**config.mk**
```make
export PLATFORM = sky130hd
export DESIGN_NAME = crc8_serial
export DESIGN_NICKNAME = d
export VERILOG_FILES = /design/src/rtl/crc8_serial.sv
export SDC_FILE = /design/constraint.sdc
export NUM_CORES = 1
export LEC_CHECK = 0
export ABC_AREA = 1
export BUFFER_PORTS_ARGS = -buffer_cell sky130_fd_sc_hd__buf_2
export CORE_UTILIZATION = 50
export CTS_CLUSTER_SIZE = 10
export DETAILED_ROUTE_END_ITERATION = 6
export GPL_ROUTABILITY_DRIVEN = 0
export PLACE_DENSITY_LB_ADDON = 0.3
export SETUP_SLACK_MARGIN = 0.3
export SYNTH_ARGS = -nofsm -noshare
export SYNTH_HDL_FRONTEND = slang
export SYNTH_SLANG_ARGS = --single-unit
```
**constraint.sdc**
```tcl
create_clock -name clk -period 1.3 [get_ports clk]
set_input_delay 0.39 -clock clk [delete_from_list [all_inputs] [get_ports clk]]
set_output_delay 0.39 -clock clk [all_outputs]
set_load 0.005 [all_outputs]
```
**src/rtl/crc8_serial.sv**
```systemverilog
// Bit-serial CRC-8 generator: latches one word on start, shifts it MSB-first
// through the polynomial feedback and reports the CRC with a one-cycle done pulse.
module crc8_serial #(
   parameter int         WIDTH = 8,
   parameter logic [7:0] POLY  = 8'h07,
   parameter logic [7:0] INIT  = 8'h00
) (
   input  logic             clk,
   input  logic             rst_n,
   input  logic             start,
   input  logic [WIDTH-1:0] din,
   output logic             busy,
   output logic             done,
   output logic [7:0]       crc
);

   localparam int CW = $clog2(WIDTH + 1);
   localparam logic [CW-1:0] LAST = CW'(WIDTH - 1);

   typedef enum logic [1:0] {
      IDLE,
      SHIFT,
      DONE
   } state_t;

   state_t           state;
   logic [WIDTH-1:0] sh;
   logic [7:0]       acc;
   logic [CW-1:0]    cnt;
   logic             fb;
   logic [7:0]       acc_nxt;

   always_comb begin
      fb      = acc[7] ^ sh[WIDTH-1];
      acc_nxt = {acc[6:0], 1'b0} ^ (fb ? POLY : 8'h00);
   end

   always_ff @(posedge clk) begin
      if (!rst_n) begin
         state <= IDLE;
         busy  <= 1'b0;
         done  <= 1'b0;
         crc   <= 8'h00;
         cnt   <= '0;
         acc   <= INIT;
         sh    <= '0;
      end else begin
         unique case (state)
            IDLE: begin
               done <= 1'b0;
               if (start) begin
                  sh    <= din;
                  acc   <= INIT;
                  cnt   <= '0;
                  busy  <= 1'b1;
                  state <= SHIFT;
               end
            end
            SHIFT: begin
               acc <= acc_nxt;
               sh  <= sh << 1;
               // cnt stops at the last index instead of wrapping
               if (cnt == LAST) begin
                  crc   <= acc_nxt;
                  busy  <= 1'b0;
                  done  <= 1'b1;
                  state <= DONE;
               end else begin
                  cnt <= cnt + 1'b1;
               end
            end
            DONE: begin
               done  <= 1'b0;
               state <= IDLE;
            end
            default: begin
               busy  <= 1'b0;
               done  <= 1'b0;
               state <= IDLE;
            end
         endcase
      end
   end

endmodule
```
### Yosys cells after proc, flatten, opt, wreduce, memory -nomap -nowiden

Index checks and enable logic that the tools add are counted.

* RAM bits: 0
* flip-flop bits (word level): 32
* output and inout port bits: 10
* bits in latches: 0
* bits in read-only memories: 0
* input bits: 11
* memories kept: 0

* shift-type cells: 0
* div/mod/pow operators: 0
* reduce and logical (&&, ||, !) cells: 8
* equal/unequal tests: 6
* multiplexer cells: 14
* $mul: 0
* $lt $le $gt $ge: 0
* bitwise operators: 3
* add/sub/neg operators: 1

Operator list (number)
* $pmux W8 S2: 2
* $mux W8: 2
* $mux W4: 2
* $pmux W4 S2: 1
* $reduce_and A2 Y1: 4
* $xor A8 B3 Y8: 1
* $ne A2 B2 Y1 const B: 3
* $reduce_and A3 Y1: 2
* $add A4 B1 Y4 const B: 1
* $eq A4 B3 Y1 const B: 1
* $mux W2: 2
* $pmux W2 S2: 1
* $mux W3: 1
* $pmux W1 S3: 1
* $eq A2 B1 Y1 const B: 1
* $eq A2 B2 Y1 const B: 1
* $logic_not A2 Y1: 1
* $mux W1: 2
* $reduce_bool A2 Y1: 1
* $not A1 Y1: 1
* $xor A1 B1 Y1: 1

### Longest topological paths before layout

Gate-level depths: netlist (run 1).

* depth after elaboration: 4
* depth in mapped cells: 8
* gate-level depth less buffers: 8

### Worst setup path after synthesis (run 1)

OpenSTA, ideal clock, no wires.

* path kind: register -> register
* start point: register cnt[0]
* end point: register crc[4]
* arrival time: 1.045 ns
* cell stages (with the launch flop): 7
* clock period less this slack: 1.161 ns
* library setup time: 0.116 ns
* buffers on the path: 0
* slack: 0.139 ns
* path through: dfxtp_1 > ha_1 > nand2_1 > nor2_1 > nand2_1 > o21ai_0 > nor2_1

* word-level cells in the longest chain between the ends: 2

Ends and longest elaborated chain
* start: declaration: RTL line 29 `logic [CW-1:0] cnt;`
* start signal: assignment: RTL line 69 `cnt <= cnt + 1'b1;`
* $eq A4 B3 Y1: RTL line 63 `if (cnt == LAST) begin`
* $reduce_and A2 Y1 (no source line)
* end signal: assignment: RTL line 64 `crc <= acc_nxt;`
* end: declaration: RTL line 14 `output logic [7:0] crc`

No other way between the ends.
A chain may end at the register's enable or synchronous reset.

### Worst setup path in the final report (run 1)

* start point: register cnt[1]
* end point: register crc[5]

The elaborated chain is that of the path after synthesis.

==> summary.md, run 1 <==
| Metric | Value |
|---|---|
| Setup crit end kind | `register` |
| ANT nets after route | `0` |
| Sink of the worst hold path | `sh[0]` |
| CTS Hold Bufs | `0` |
| Fmax | `around 760 MHz` |
| Via count of the first global-routing pass | `1,423` |
| First-pass GRT wire length | `roughly 6300 um` |
| Grt ovf | `0` |
| Synth warn | `0` |
| Drt initial violations | `141` |
| Synth cell types | `18` |
| Slew Limit Fails | `0` |
| # port buffers | `20` |
| Core outline area | `2320 sq um` |
| Longest Clk Path Bufs | `2` |
| Post-layout min period | `around 1300 ps` |
| Flops & latches, synth | `32` |
| Reg-to-reg startpoint | `cnt[1]` |
| CP startpoint kind | `register` |
| Post-Route Skew | `roughly 15 ps` |
| Critical path class | `reg2reg` |
| Pre-CTS WS | `between 50 and 60 ps` |
| H-tree depth | `2` |
| Layout Cells excl Fill | `261` |
| FP Rows | `17` |
| CTS sink cnt | `32` |
| Maximum vdd ir drop | `1270 uV` |
| Initial antenna violation count | `0` |
| DRT Wirelength | `around 6300 um` |
| Hold_sp | `din[0]` |
| Final Hold Vio Count | `0` |
| 1st-pass router iterations | `7` |
| Setup TNS Final | `-37.1 ps` |
| Worst R2R Path Depth | `6` |
| Die height | `52.6 um` |
| Top cells by area, synth | `dfxtp_1 50%, nand2_1 12%, o21ai_0 7.4%, a21oi_1 6.6%, nand3_1 5.9%` |
| Sequential cell area fraction in the yosys report | `50.0%` |
| Root buf cell | `clkbuf_4` |
| TritonCTS clock tree | `yes` |
| Area growth syn-to-layout | `75.7%` |
| Largest net degree at the start of global routing | `18` |
| Synthesized area | `~1300 sq um` |
| Vias per cell | `around 6.7` |
| Aggregate global-route resource usage | `32.5%` |
| DP HPWL | `2170 um` |
| Hold WC Path Type | `in2reg` |
| Critical Path AT | `1560 ps` |
| Synth area leader | `dfxtp_1` |
| Area fraction of the dominant cell type after synthesis | `roughly half` |
| Share of cells above drive strength 1 | `61.8%` |
| Outcome | `complete, but fails checks` |
| FF-to-FF End | `crc[5]` |
| CTS Buf Count | `5` |
| Crit-path max FO | `5` |
| Full die area | `2770 sq um` |
| Syn_area_per_cell | `about 7.4 sq um` |
| Die W | `52.6 um` |
| Design Power | `2.15 mW` |
| Reg2reg setup slack | `-20 ps` |
| Syn Nets | `186` |
| Worst-Skew Late Latency | `340 ps` |
| RSZ-0062 raised after global routing | `yes` |
| Initial Util | `a little under three fifths` |
| Failing checks | `negative setup slack` |
| Most common cell after layout, fill and taps aside | `nand2_1` |
| Tcrit/Tclk final | `102%` |
| Final worst setup slack | `-19.6 ps` |
| Detailed-route via count | `approximately 1,700` |
| Endpoints failing setup | `2` |
| Maxcap violations | `0` |
| Most frequent cells in the layout | `26 x nand2_1, 18 x buf_4, 17 x buf_2, 15 x dfxtp_1, 15 x dfxtp_2` |
| N_diodes | `0` |
| CTS clk-pin slew, worst paths | `110 ps` |
| Cells after synthesis | `174` |
| Power per cell area | `958 nW/um^2` |
| Worst-margin pin slew | `approximately 290 ps` |
| Hold_ws | `315 ps` |
| Nets | `244` |
| CP required | `1540 ps` |
| I/O Pins | `21` |
| Max_slew headroom | `80.6%` |
| Placed cells | `about 220` |
| Leakage | `0.986 nW` |
| WHS Path Cells | `3` |
| DRC | `0` |
| DR WL/cell | `~24 um` |
-- power by group --
group          leakage, nW  internal, mW  switching, mW  total, mW
clock               0.0326         0.267          0.355      0.622
combinational        0.684         0.208          0.271      0.479
sequential           0.269          1.01         0.0393       1.05
total                0.986          1.49          0.665       2.15
-- cell type report --
class	count	area, sq um
clock buffer	8	58.8
fill	39	70.1
inverter	13	58.8
multi-input combinational	128	970
sequential	32	667
tap	28	35.0
timing repair buffer	52	459
-- routing by layer --
metal / share of wire (%) / up-vias / wire length, um / GRT usage (%)
met3: 11 / 80 / 694 / 7.25
met2: 45 / 175 / 2820 / 57.2
met5: 0 / - / 0 / 0
li1: - / 703 / - / -
met1: 34 / 789 / 2100 / 35.1
met4: 10 / 0 / 646 / 18.9
-- kinds of logic (layout without fill, tap and decap cells) --
kind of cell / after synthesis / count (layout) / synth area share [%]
buf+inv: 18 / 73 / 5.57
flops: 32 / 32 / 50.0
compound gates: 43 / 44 / 17.3
fa+ha+maj: 1 / 1 / 0.977
simple gates: 80 / 83 / 26.1
-- synthesized netlist by cell type --
cell and number:
a22oi_1 2, nand2_1 42, inv_1 11, buf_2 3, nor2_2 1, o22ai_1 1, o21ai_1 4, nor2_4 1
dfxtp_1 32, nor2_1 19, nand3_1 15, o21ai_0 19, clkbuf_1 2, or2_2 1, a21oi_1 17, nand2_2 1
inv_2 2, ha_1 1
-- per-stage QoR --
stage	util (%)	area, sq um
final	97.0	2250
after detailed placement	64.0	1480
after floorplan	-	1340
after global routing	97.0	2250
after global placement	64.0	1480
after CTS	80.6	1870
-- how the worst max path moves through the flow --
stage	startpoint	endpoint	slack [ps]
2_1_floorplan	cnt[1]	crc[4]	220
3_3_place_gp	start	sh[3]	110
3_5_place_dp	state[1]	acc[0]	50
4_1_cts	crc[0]	crc[0]	110
5_1_grt	cnt[1]	crc[0]	-150
6_report	cnt[1]	crc[5]	-20
-- critical path, cell delays in order (launching register included) --
cell     delay [ps]
dfxtp_2         380
ha_4            190
nand2_4          80
nor2_4          190
nand2_4         120
o21ai_2         170
nor2_1           80
-- repair_timing --
action                                  CTS  global route
buffers inserted                         17            10
pin swaps                                14            24
endpoints found under the setup margin   40            42
cloned                                    2             2
resized for setup                        51            71
-- registers in the layout, summed over array words and instances, names as in the netlist --
| register | flops |
|---|---|
| state | 2 |
| cnt | 4 |
| sh | 8 |
| acc | 8 |
| crc | 8 |
| done | 1 |
| busy | 1 |
Note: power is estimated with default switching activity, not from simulation.
==> inputs of run 2 (changes only) <==
- BUFFER_PORTS_ARGS: -buffer_cell sky130_fd_sc_hd__buf_2 -> unset
- DONT_BUFFER_PORTS: unset -> 1
- SLEW_MARGIN: unset -> 20
==> summary.md, run 2 (synthesis results as in run 1) <==
| Metric | Value |
|---|---|
| Power per cell area | `1160 nW/um^2 (was 958 nW/um^2)` |
| First-pass GRT wire length | `4820 um (was 6320 um)` |
| Setup crit end kind | `register (unchanged)` |
| Initial antenna violation count | `0 (unchanged)` |
| Core outline area | `2320 sq um (unchanged)` |
| CTS sink cnt | `32 (unchanged)` |
| RSZ-0062 raised after global routing | `yes (unchanged)` |
| Via count of the first global-routing pass | `1,114 (was 1,423)` |
| Area after DPL | `1380 sq um (was 1480 sq um)` |
| Critical Path AT | `1450 ps (was 1560 ps)` |
| Max_slew headroom | `83.0% (was 80.6%)` |
| Maximum vdd ir drop | `1120 uV (was 1270 uV)` |
| Post-Route Skew | `5.80 ps (was 14.8 ps)` |
| Longest Clk Path Bufs | `2 (unchanged)` |
| ANT nets after route | `0 (unchanged)` |
| Largest net degree at the start of global routing | `20 (was 18)` |
| DRC | `0 (unchanged)` |
| I/O Pins | `21 (unchanged)` |
| Core Util, Final | `78.0% (was 97.0%)` |
| CP required | `1580 ps (was 1540 ps)` |
| TritonCTS clock tree | `yes (unchanged)` |
| Top flop regs | `acc x8, crc x8, sh x8 (unchanged)` |
| Non-Filler Cell Area, Final | `1810 sq um (was 2250 sq um)` |
| Post-layout min period | `1170 ps (was 1320 ps)` |
| CTS Buf Count | `5 (unchanged)` |
| Full die area | `2770 sq um (unchanged)` |
| Slew Limit Fails | `0 (unchanged)` |
| CTS clk-pin slew, worst paths | `100 ps (was 110 ps)` |
| Grt ovf | `0 (unchanged)` |
| FF-to-FF End | `crc[3] (was crc[5])` |
| CP startpoint kind | `register (unchanged)` |
| Drt initial violations | `30 (was 141)` |
| Area growth syn-to-layout | `41.3% (was 75.7%)` |
| Vias per cell | `5.80 (was 6.69)` |
| Most frequent cells in the layout | `34 x nand2_1, 15 x dfxtp_1, 14 x nor2_1, 14 x dfxtp_2, 10 x inv_1 (was 26 x nand2_1, 18 x buf_4, 17 x buf_2, 15 x dfxtp_1, 15 x dfxtp_2)` |
| Die W | `52.6 um (unchanged)` |
| Setup TNS Final | `0 ps (was -37.1 ps)` |
| N_diodes | `0 (unchanged)` |
| FP Rows | `17 (unchanged)` |
| H-tree depth | `2 (unchanged)` |
| Final Hold Vio Count | `0 (unchanged)` |
| Sink of the worst hold path | `crc[4] (was sh[0])` |
| Fmax | `854 MHz (was 758 MHz)` |
| Hold_sp | `rst_n (was din[0])` |
| Leakage | `0.735 nW (was 0.986 nW)` |
| DRT Wirelength | `3560 um (was 6260 um)` |
| DP HPWL | `1860 um (was 2170 um)` |
| Aggregate global-route resource usage | `24.8% (was 32.5%)` |
| Maxcap violations | `0 (unchanged)` |
| # port buffers | `0 (was 20)` |
| Detailed-route via count | `1,293 (was 1,747)` |
| WHS Path Cells | `2 (was 3)` |
| Worst-margin pin slew | `254 ps (was 291 ps)` |
| DR WL/cell | `16.0 um (was 24.0 um)` |
| Tcrit/Tclk final | `90.1% (was 102%)` |
| Initial Util | `55.2% (unchanged)` |
| Reg2reg setup slack | `130 ps (was -20 ps)` |
| Outcome | `finished, final reports clean (was complete, but fails checks)` |
| Design Power | `2.10 mW (was 2.15 mW)` |
| Endpoints failing setup | `0 (was 2)` |
| Crit-path max FO | `5 (unchanged)` |
| Reg-to-reg startpoint | `cnt[0] (was cnt[1])` |
| CTS Hold Bufs | `0 (unchanged)` |
| Nets | `206 (was 244)` |
| Critical path class | `reg2reg (unchanged)` |
| Most common cell after layout, fill and taps aside | `nand2_1 (unchanged)` |
| Share of cells above drive strength 1 | `44.6% (was 61.8%)` |
| Hold WC Path Type | `in2reg (unchanged)` |
| Worst R2R Path Depth | `7 (was 6)` |
| 1st-pass router iterations | `4 (was 7)` |
| Die height | `52.6 um (unchanged)` |
| Worst-Skew Late Latency | `330 ps (was 340 ps)` |
| Root buf cell | `clkbuf_4 (unchanged)` |
[run 2: cell count changes in the layout (fill, tap and decap cells not counted), sizes merged]
cell,before,now
clkinv,0,1
clkbuf,8,6
nand2,46,44
buf,52,16
bufinv,0,1
[run 2: cell type report]
| type | instances | area, sq um |
|---|---|---|
| Tap cell | 28 | 35.0 |
| Multi-Input combinational cell | 126 | 811 |
| Timing Repair Buffer | 16 | 159 |
| Sequential cell | 32 | 669 |
| Fill cell | 148 | 509 |
| Clock inverter | 2 | 35.0 |
| Inverter | 13 | 58.8 |
| Clock buffer | 6 | 41.3 |
[run 2: what timing repair did]
action,CTS,global route
gates cloned,1,1
buffers inserted,7,4
hold endpoints to repair,0,0
endpoints found under the setup margin,39,42
pin swaps,7,22
gates resized for setup,34,45
[run 2: through the flow]
stage / std cells / hold WS, ps / worst slack [ps]
after global placement: 202 / 445 / 149
final: 223 / 148 / 129
after floorplan: 174 / 434 / 216
after CTS: 218 / 142 / 180
after global routing: 223 / 145 / 74.6
after detailed placement: 202 / 449 / 122
[run 2: layer usage]
metal / global-route usage [%] / vias up / wire [um]
li1: - / 619 / -
met1: 28.5 / 614 / 1490
met2: 40.5 / 48 / 1710
met3: 9.28 / 12 / 249
met4: 11.4 / 0 / 121
met5: 0 / - / 0
[run 2: worst max-delay path by stage]
stage / startpoint / end / slack (ps) / depth (start not counted)
6_report: cnt[0] / crc[3] / 130 / 7
5_1_grt: cnt[0] / crc[3] / 70 / 7
4_1_cts: cnt[1] / crc[3] / 180 / 7
3_5_place_dp: cnt[1] / crc[3] / 120 / 7
3_3_place_gp: cnt[1] / crc[3] / 150 / 7
2_1_floorplan: cnt[1] / crc[4] / 220 / 6
[run 2: report_power, final]
group          total (mW)  internal, mW  switching, mW
combinational       0.298         0.130          0.168
clock               0.756         0.403          0.353
sequential           1.04          1.01         0.0285
[run 2: worst max-delay path: stages (launching register included)]
cell     delay [ps]
dfxtp_4         380
ha_4            160
nand2_4          60
nor2_4          190
nand2_4         110
nor2_4          100
nand2_1          60
nand2_1          60
